File: src/rtl/seq_mult_pkg.sv
// Shared constants and state encoding for the 4x4 sequential shift-and-add multiplier.
package seq_mult_pkg;

    localparam int unsigned WIDTH  = 4;
    localparam int unsigned CNT_W  = 2;
    localparam int unsigned PROD_W = 2 * WIDTH;

    localparam logic [CNT_W-1:0] CNT_LAST = CNT_W'(3);

    typedef enum logic [1:0] {
        IDLE = 2'd0,
        CALC = 2'd1,
        DONE = 2'd2
    } state_e;

endpackage

File: src/rtl/full_adder.sv
// Single-bit full adder cell used by the ripple-carry adder.
module full_adder (
    input  logic a,
    input  logic b,
    input  logic cin,
    output logic sum,
    output logic cout
);

    assign sum  = a ^ b ^ cin;
    assign cout = (a & b) | (cin & (a ^ b));

endmodule

File: src/rtl/rca.sv
// 4-bit ripple-carry adder built from full_adder cells.
module rca (
    input  logic [3:0] a,
    input  logic [3:0] b,
    input  logic       cin,
    output logic [3:0] sum,
    output logic       cout
);

    logic [4:0] carry;

    assign carry[0] = cin;
    assign cout     = carry[4];

    for (genvar i = 0; i < 4; i++) begin : g_bit
        full_adder u_fa (
            .a    (a[i]),
            .b    (b[i]),
            .cin  (carry[i]),
            .sum  (sum[i]),
            .cout (carry[i+1])
        );
    end

endmodule

File: src/rtl/seq_mult.sv
// 4x4 unsigned shift-and-add multiplier: one rca-based add/shift step per clock.
// Optional SEQ_MULT_EARLY_EXIT_EN: zero operands complete on the accepting edge.
module seq_mult
    import seq_mult_pkg::*;
#(
    parameter int unsigned WIDTH = seq_mult_pkg::WIDTH
) (
    input  logic               clk,
    input  logic               rst_n,
    input  logic               start,
    input  logic [WIDTH-1:0]   a,
    input  logic [WIDTH-1:0]   b,
    output logic               busy,
    output logic               done,
    output logic [2*WIDTH-1:0] product
);

    // The shared adder is a fixed 4-bit instance, so no other width can work.
    if (WIDTH != 4) begin : g_width_chk
        $error("seq_mult: WIDTH must be 4");
    end

    state_e             state, state_nxt;
    logic [WIDTH-1:0]   m, m_nxt;
    logic [WIDTH-1:0]   acc, acc_nxt;
    logic [WIDTH-1:0]   q, q_nxt;
    logic               c, c_nxt;
    logic [CNT_W-1:0]   cnt, cnt_nxt;
    logic [2*WIDTH-1:0] prod_nxt;
    logic               busy_nxt, done_nxt;

    logic [WIDTH-1:0]   add_sum;
    logic               add_co;
    logic [WIDTH-1:0]   step_a;
    logic               step_c;

    rca u_rca (
        .a    (acc),
        .b    (m),
        .cin  (1'b0),
        .sum  (add_sum),
        .cout (add_co)
    );

    always_ff @(posedge clk or negedge rst_n) begin
        if (!rst_n) begin
            state <= IDLE;
        end else begin
            state <= state_nxt;
        end
    end

    // Next-state, datapath and output decode.
    always_comb begin
        state_nxt = state;
        m_nxt     = m;
        acc_nxt   = acc;
        q_nxt     = q;
        c_nxt     = c;
        cnt_nxt   = cnt;
        prod_nxt  = product;
        step_c    = 1'b0;
        step_a    = acc;

        case (state)
            IDLE, DONE: begin
                if (start) begin
                    m_nxt     = a;
                    q_nxt     = b;
                    acc_nxt   = '0;
                    c_nxt     = 1'b0;
                    cnt_nxt   = '0;
                    state_nxt = CALC;
`ifdef SEQ_MULT_EARLY_EXIT_EN
                    if ((a == '0) || (b == '0)) begin
                        state_nxt = DONE;
                        prod_nxt  = '0;
                    end
`endif
                end else begin
                    state_nxt = IDLE;
                end
            end

            CALC: begin
                if (q[0]) begin
                    step_c = add_co;
                    step_a = add_sum;
                end
                // {C,A,Q} shifts right one place with a zero entering at the top.
                c_nxt   = 1'b0;
                acc_nxt = {step_c, step_a[WIDTH-1:1]};
                q_nxt   = {step_a[0], q[WIDTH-1:1]};
                cnt_nxt = cnt + CNT_W'(1);
                if (cnt == CNT_LAST) begin
                    prod_nxt  = {acc_nxt, q_nxt};
                    state_nxt = DONE;
                end
            end

            default: state_nxt = IDLE;
        endcase

        busy_nxt = (state_nxt == CALC);
        done_nxt = (state_nxt == DONE);
    end

    always_ff @(posedge clk or negedge rst_n) begin
        if (!rst_n) begin
            m       <= '0;
            acc     <= '0;
            q       <= '0;
            c       <= 1'b0;
            cnt     <= '0;
            product <= '0;
            busy    <= 1'b0;
            done    <= 1'b0;
        end else begin
            m       <= m_nxt;
            acc     <= acc_nxt;
            q       <= q_nxt;
            c       <= c_nxt;
            cnt     <= cnt_nxt;
            product <= prod_nxt;
            busy    <= busy_nxt;
            done    <= done_nxt;
        end
    end

endmodule

File: config.mk
export PLATFORM = sky130hd
export DESIGN_NAME = seq_mult
export DESIGN_NICKNAME = d
export VERILOG_FILES = /design/src/rtl/seq_mult_pkg.sv /design/src/rtl/full_adder.sv /design/src/rtl/rca.sv /design/src/rtl/seq_mult.sv
export SDC_FILE = /design/constraint.sdc
export NUM_CORES = 1
export LEC_CHECK = 0
export BUFFER_PORTS_ARGS = -buffer_cell sky130_fd_sc_hd__buf_4
export CORE_MARGIN = 10
export CORE_UTILIZATION = 48
export DETAILED_ROUTE_END_ITERATION = 10
export HOLD_SLACK_MARGIN = 0.02
export PLACE_DENSITY = 0.71
export SLEW_MARGIN = 20
export SYNTH_ARGS = -nofsm -noshare
export SYNTH_HDL_FRONTEND = slang
export SYNTH_HIERARCHICAL = 1
export SYNTH_SLANG_ARGS = --single-unit
File: constraint.sdc
create_clock -name clk -period 2.72 [get_ports clk]
set_clock_uncertainty 0.15 [all_clocks]
set_input_delay 0 -clock clk [delete_from_list [all_inputs] [get_ports clk]]
set_output_delay 0 -clock clk [all_outputs]
set_load 0.02 [all_outputs]
==> impl_metrics.env, run 1 <==
export IMPL_synth_seq_cells=26
export IMPL_crit_path_start_kind="flop"
export IMPL_clockBufferDepth=2
export IMPL_setup_viol=0
export IMPL_grt_usage=0.107
export IMPL_end_kind="flop"
export IMPL_cp_cell_sequence="fa_2 -> fa_1 -> fa_1 -> fa_1 -> mux2i_1 -> o2bb2ai_1"
export IMPL_hold_viol_final=0
export IMPL_grt_max_degree=27
export IMPL_endpoint="acc[2]"
export IMPL_coreArea_mm2=0.00223
export IMPL_cts_tree="built"
export IMPL_place_inst=142
export IMPL_place_gp_congestion=0.729
export IMPL_ys_seq_area_frac=0.571
export IMPL_met1_length_um=978
export IMPL_grt_pass1_vias=839
export IMPL_drc=0
export IMPL_die_area_mm2=0.00472
export IMPL_synth_cells=100
export IMPL_status="complete, no violations"
export IMPL_postCtsSetupRepairBufs=0
export IMPL_cp_startpoint="acc[0]"
export IMPL_wl_met3_um=125
export IMPL_r2r_end="acc[2]"
export IMPL_grt_pass1_wl_um=3840
export IMPL_grt_overflow_total=0
export IMPL_worst_slew_pin_slew_ns=0.726
export IMPL_cp_required_ns=2.77
export IMPL_path_max_fanout=3
export IMPL_cellPowerDensity_mw_per_mm2=1120
export IMPL_dieHeight_um=68.7
export IMPL_hpwl_um=1560
export IMPL_io_pin_count=21
export IMPL_rows=17
export IMPL_antenna_found_initial=0
export IMPL_area_growth_pct=25.4
export IMPL_final_util=0.639
export IMPL_dr_total_vias=790
export IMPL_critPathBufInv=0
export IMPL_path_depth=6
export IMPL_finalCriticalPeriod_ns=2.60
export IMPL_r2r_start="acc[0]"
export IMPL_clk_latency_ns=0.31
export IMPL_rsz0062_at_grt="no"
export IMPL_fin_tns_setup_ns=0
export IMPL_diodes=0
export IMPL_root_buffer="clkbuf_4"
export IMPL_cpMaxStageDelayCell="dfrtp_1"
export IMPL_max_freq_mhz=385
export IMPL_cpPeakStageDelay_ns=0.45
export IMPL_drv_cap=0
export IMPL_worstSetupPathType="flop to flop"
export IMPL_power_static_leakage_uw=0.000704
export IMPL_crit_top_cell="fa_1"
export IMPL_holdCritPathClass="input port to flop"
export IMPL_fin_cells=156
export IMPL_io_buffers=20
export IMPL_wire_per_inst_um=14.4
export IMPL_syn_area_per_cell_um2=11.4
export IMPL_drt_wl_total_um=2240
export IMPL_syn_area_mm2=0.00114
export IMPL_ir_drop_v=0.000829
export IMPL_slew_viol_final=0
export IMPL_drtPass1Iterations=4
export IMPL_worstRegToRegCells=6
export IMPL_relSlewSlack=0.515
export IMPL_drive_above_1_share=0.227
export IMPL_h_tree_depth=1
export IMPL_met2_length_um=1100
export IMPL_avgViaCountPerCell=5.06
export IMPL_synth_distinct_cells=22
export IMPL_clk_pin_slew_worst_paths_ns=0.14
export IMPL_cts_buffers_inserted=3
export IMPL_critPathTopFamily="adder cells"
export IMPL_antenna_left=0
export IMPL_routed_top_layer="met4"
export IMPL_start_util=0.510
export IMPL_critPathArrivalTime_ns=2.65
export IMPL_r2r_slack_ns=0.12
export IMPL_syn_num_nets=116
export IMPL_drt_iter0_markers=27
export IMPL_chipWidth_um=68.7
export IMPL_clock_sinks=26
export IMPL_finalCritPeriodShare=0.955
export IMPL_final_nets=146
export IMPL_synth_warnings=6
[metrics by stage]
| stage | cell area, um^2 | hold slack (ns) | total power [uW] | worst slack [ns] |
|---|---|---|---|---|
| after floorplan | 1140 | -0.446 | 1230 | 0.195 |
| after global placement | 1280 | -0.228 | 1420 | 0.143 |
| after detailed placement | 1280 | -0.220 | 1440 | 0.101 |
| after CTS | 1430 | 0.0372 | 1620 | 0.0891 |
| after global routing | 1430 | 0.0642 | 1740 | 0.0385 |
| final | 1430 | 0.0302 | 1600 | 0.122 |
[power by group]
group	switching (uW)	internal (uW)	total, uW	leakage [uW]
sequential	136	568	704	0.000322
clock	110	51.8	162	0.0000138
combinational	404	333	737	0.000368
[flip-flops by register name (all words and copies together), names as in the netlist]
name	count
product	8
cnt	2
q	4
state	2
m	4
acc	4
busy	1
done	1
[cell usage after synthesis]
cell type | number | area [um^2]
nor2_2 | 1 | 6.26
mux2_2 | 3 | 33.8
nand2_1 | 24 | 90.1
mux2i_1 | 6 | 60.1
nand2b_1 | 2 | 12.5
nand3_1 | 2 | 10.0
ha_1 | 1 | 12.5
inv_1 | 2 | 7.51
buf_2 | 3 | 15.0
o21ai_1 | 5 | 25.0
nor2b_1 | 2 | 12.5
buf_4 | 2 | 15.0
conb_1 | 1 | 3.75
buf_6 | 1 | 11.3
a22o_1 | 1 | 8.76
o21ai_0 | 4 | 20.0
nand3b_1 | 1 | 7.51
a31oi_1 | 3 | 18.8
o2bb2ai_1 | 3 | 26.3
fa_1 | 4 | 80.1
dfrtp_1 | 26 | 651
nor2_1 | 3 | 11.3
[worst min-delay path by stage]
| stage | start | to | cells past startpoint |
|---|---|---|---|
| final | start | busy | 3 |
| after CTS | start | state[0] | 3 |
| after detailed placement | rst_n | busy | 1 |
| after global placement | rst_n | state[1] | 1 |
| after global routing | start | m[3] | 4 |
| after floorplan | rst_n | acc[0] | 0 |
[worst min-delay path, cell delays in order]
cell and delay [ns]:
buf_4 0.08, nand2b_1 0.22, o21ai_0 0.15
[placed cells by master (no fill, tap or decap), types with 4 or more instances in the layout]
| cell | n |
|---|---|
| o21ai_1 | 5 |
| nand2_1 | 24 |
| dfrtp_1 | 26 |
| mux2i_1 | 6 |
| dlygate4sd3_1 | 10 |
| o21ai_0 | 4 |
| buf_4 | 20 |
[cell type report]
cell class | instances | area, um^2
clock buffer | 3 | 22.5
fill | 186 | 806
sequential | 26 | 651
timing repair buffer | 31 | 270
multi-input combinational | 66 | 442
inverter | 2 | 7.51
tap | 28 | 35.0
[routing by layer]
| layer | up-vias | track usage |
|---|---|---|
| met5 | - | 0 |
| met4 | 0 | 0.0542 |
| met3 | 4 | 0.0225 |
| met2 | 19 | 0.181 |
| met1 | 383 | 0.125 |
| li1 | 384 | - |
[kinds of logic (layout without fill, tap and decap cells)]
| logic type | Yosys count | count (layout) | share of synthesized area |
|---|---|---|---|
| mux | 9 | 9 | 0.0824 |
| other cells | 1 | 1 | 0.00329 |
| flops | 26 | 26 | 0.571 |
| compound gates | 16 | 16 | 0.0868 |
| fa+ha+maj | 5 | 5 | 0.0813 |
| simple gates | 35 | 35 | 0.132 |
| buf+inv | 8 | 36 | 0.0429 |
[what timing repair did]
item	4_1_cts	5_1_grt
setup endpoints to repair	0	1
hold buffers	11	0
hold endpoints to repair	34	0
resized for setup	0	1
Note: power is estimated with default switching activity, not from simulation.
==> run 2: changes to the inputs <==
--- a/config.mk
+++ b/config.mk
@@ -9,7 +9,7 @@
 export CORE_MARGIN = 10
 export CORE_UTILIZATION = 48
 export DETAILED_ROUTE_END_ITERATION = 10
-export HOLD_SLACK_MARGIN = 0.02
+export HOLD_SLACK_MARGIN = 0.06
 export PLACE_DENSITY = 0.71
 export SLEW_MARGIN = 20
 export SYNTH_ARGS = -nofsm -noshare
==> impl_metrics.env, run 2 (synthesized netlist as in run 1, its figures left out) <==
export IMPL_avgViaCountPerCell=5.02
export IMPL_cp_cell_sequence="fa_2 -> fa_1 -> fa_1 -> fa_1 -> mux2i_1 -> o2bb2ai_1"
export IMPL_largest_reg_flops=8
export IMPL_cp_required_ns=2.77
export IMPL_power_static_leakage_uw=0.000708
export IMPL_critPathTopFamily="adder cells"
export IMPL_clk_latency_ns=0.32
export IMPL_grt_max_degree=27
export IMPL_cts_buffers_inserted=3
export IMPL_setup_viol=0
export IMPL_io_buffers=20
export IMPL_place_gp_congestion=0.729
export IMPL_holdCritPathClass="input port to flop"
export IMPL_drc=0
export IMPL_io_pin_count=21
export IMPL_final_cell_mix="dfrtp_1 (26), nand2_1 (24), buf_4 (20)"
export IMPL_hold_viol_final=0
export IMPL_h_tree_depth=1
export IMPL_critPathArrivalTime_ns=2.65
export IMPL_diodes=0
export IMPL_crit_top_cell="fa_1"
export IMPL_fin_cells=157
export IMPL_dieHeight_um=68.7
export IMPL_antenna_left=0
export IMPL_path_max_fanout=3
export IMPL_place_inst=142
export IMPL_drive_above_1_share=0.225
export IMPL_root_buffer="clkbuf_4"
export IMPL_worstSetupPathType="flop to flop"
export IMPL_drtPass1Iterations=4
export IMPL_grt_pass1_wl_um=3870
export IMPL_chipWidth_um=68.7
export IMPL_final_util=0.644
export IMPL_wire_per_inst_um=14.4
export IMPL_grt_usage=0.107
export IMPL_cellPowerDensity_mw_per_mm2=1120
export IMPL_area_growth_pct=26.3
export IMPL_ir_drop_v=0.000831
export IMPL_worst_slew_pin_slew_ns=0.721
export IMPL_crit_path_start_kind="flop"
export IMPL_dr_total_vias=788
export IMPL_fin_tns_setup_ns=0
export IMPL_hpwl_um=1560
export IMPL_cpPeakStageDelay_ns=0.45
export IMPL_finalCritPeriodShare=0.953
export IMPL_relSlewSlack=0.518
export IMPL_slew_viol_final=0
export IMPL_regMostFlops="product"
export IMPL_max_freq_mhz=386
export IMPL_grt_pass1_vias=844
export IMPL_drt_wl_total_um=2260
export IMPL_clk_pin_slew_worst_paths_ns=0.14
export IMPL_start_util=0.510
export IMPL_drt_iter0_markers=26
export IMPL_clockBufferDepth=2
export IMPL_rows=17
export IMPL_coreArea_mm2=0.00223
export IMPL_drv_cap=0
export IMPL_postCtsSetupRepairBufs=0
export IMPL_end_kind="flop"
export IMPL_finalCriticalPeriod_ns=2.59
export IMPL_antenna_found_initial=0
export IMPL_final_nets=147
export IMPL_critPathBufInv=0
export IMPL_grt_overflow_total=0
export IMPL_cts_tree="built"
export IMPL_status="complete, no violations"
export IMPL_layout_commonest_cell="dfrtp_1"
export IMPL_die_area_mm2=0.00472
export IMPL_clock_sinks=26
export IMPL_cpMaxStageDelayCell="dfrtp_1"
export IMPL_nFillCells=185
export IMPL_rsz0062_at_grt="no"
-- run 2: cell count changes in the layout (fill, tap and decap cells not counted) --
cell	before	now
dlygate4sd3_1	10	11
-- run 2: area by class of cell --
type                    instances  area, um^2  area share
multi-input cells              66         442       0.307
repair buffers                 32         280       0.195
well taps                      28        35.0      0.0244
inverters                       2        7.51     0.00522
clock buffers                   3        22.5      0.0157
flip-flops and latches         26         651       0.453
-- run 2: path summary, 6_finish.rpt --
check                           startpoint         end  slack [ns]  depth (start not counted)
min in group asynchronous            rst_n      cnt[1]        0.51                          4
worst max register to register      acc[0]      acc[2]        0.13                          6
worst min-delay path                  a[3]        m[3]        0.26                          4
worst max-delay path                acc[0]      acc[2]        0.13                          6
worst min register to register  product[7]  product[7]        0.35                          2
max in group asynchronous            rst_n        q[2]        1.76                          4
-- run 2: metal layers --
layer,wire length (um),track usage,vias up
met4,44,0.0542,0
met5,0,0,-
met3,132,0.0242,4
li1,-,-,387
met2,1110,0.183,17
met1,974,0.124,380
-- run 2: power by group --
group          internal (uW)  switching [uW]
combinational            334             404
sequential               568             136
clock                   51.9             111
total                    954             651
-- run 2: per-stage QoR --
step           setup slack (ns)  hold slack [ns]  total power (uW)  instance area (um^2)
6_report                  0.128            0.257              1600                  1440
5_1_grt                  0.0385            0.256              1740                  1440
4_1_cts                  0.0891            0.250              1620                  1440
3_5_place_dp              0.101           -0.220              1440                  1280
3_3_place_gp              0.143           -0.228              1420                  1280
2_1_floorplan             0.195           -0.446              1230                  1140
-- run 2: worst reg2reg max path, delay by kind of cell, from the launching register on --
kind            cells  cell delay [ns]
fa+ha+maj           4             1.60
flops               1             0.45
mux                 1             0.19
compound gates      1             0.09
-- run 2: what timing repair did --
item / 4_1_cts / 5_1_grt
resized for setup: 0 / 1
endpoints found under the hold margin: 36 / 0
hold buffers: 12 / 0
setup endpoints to repair: 0 / 1
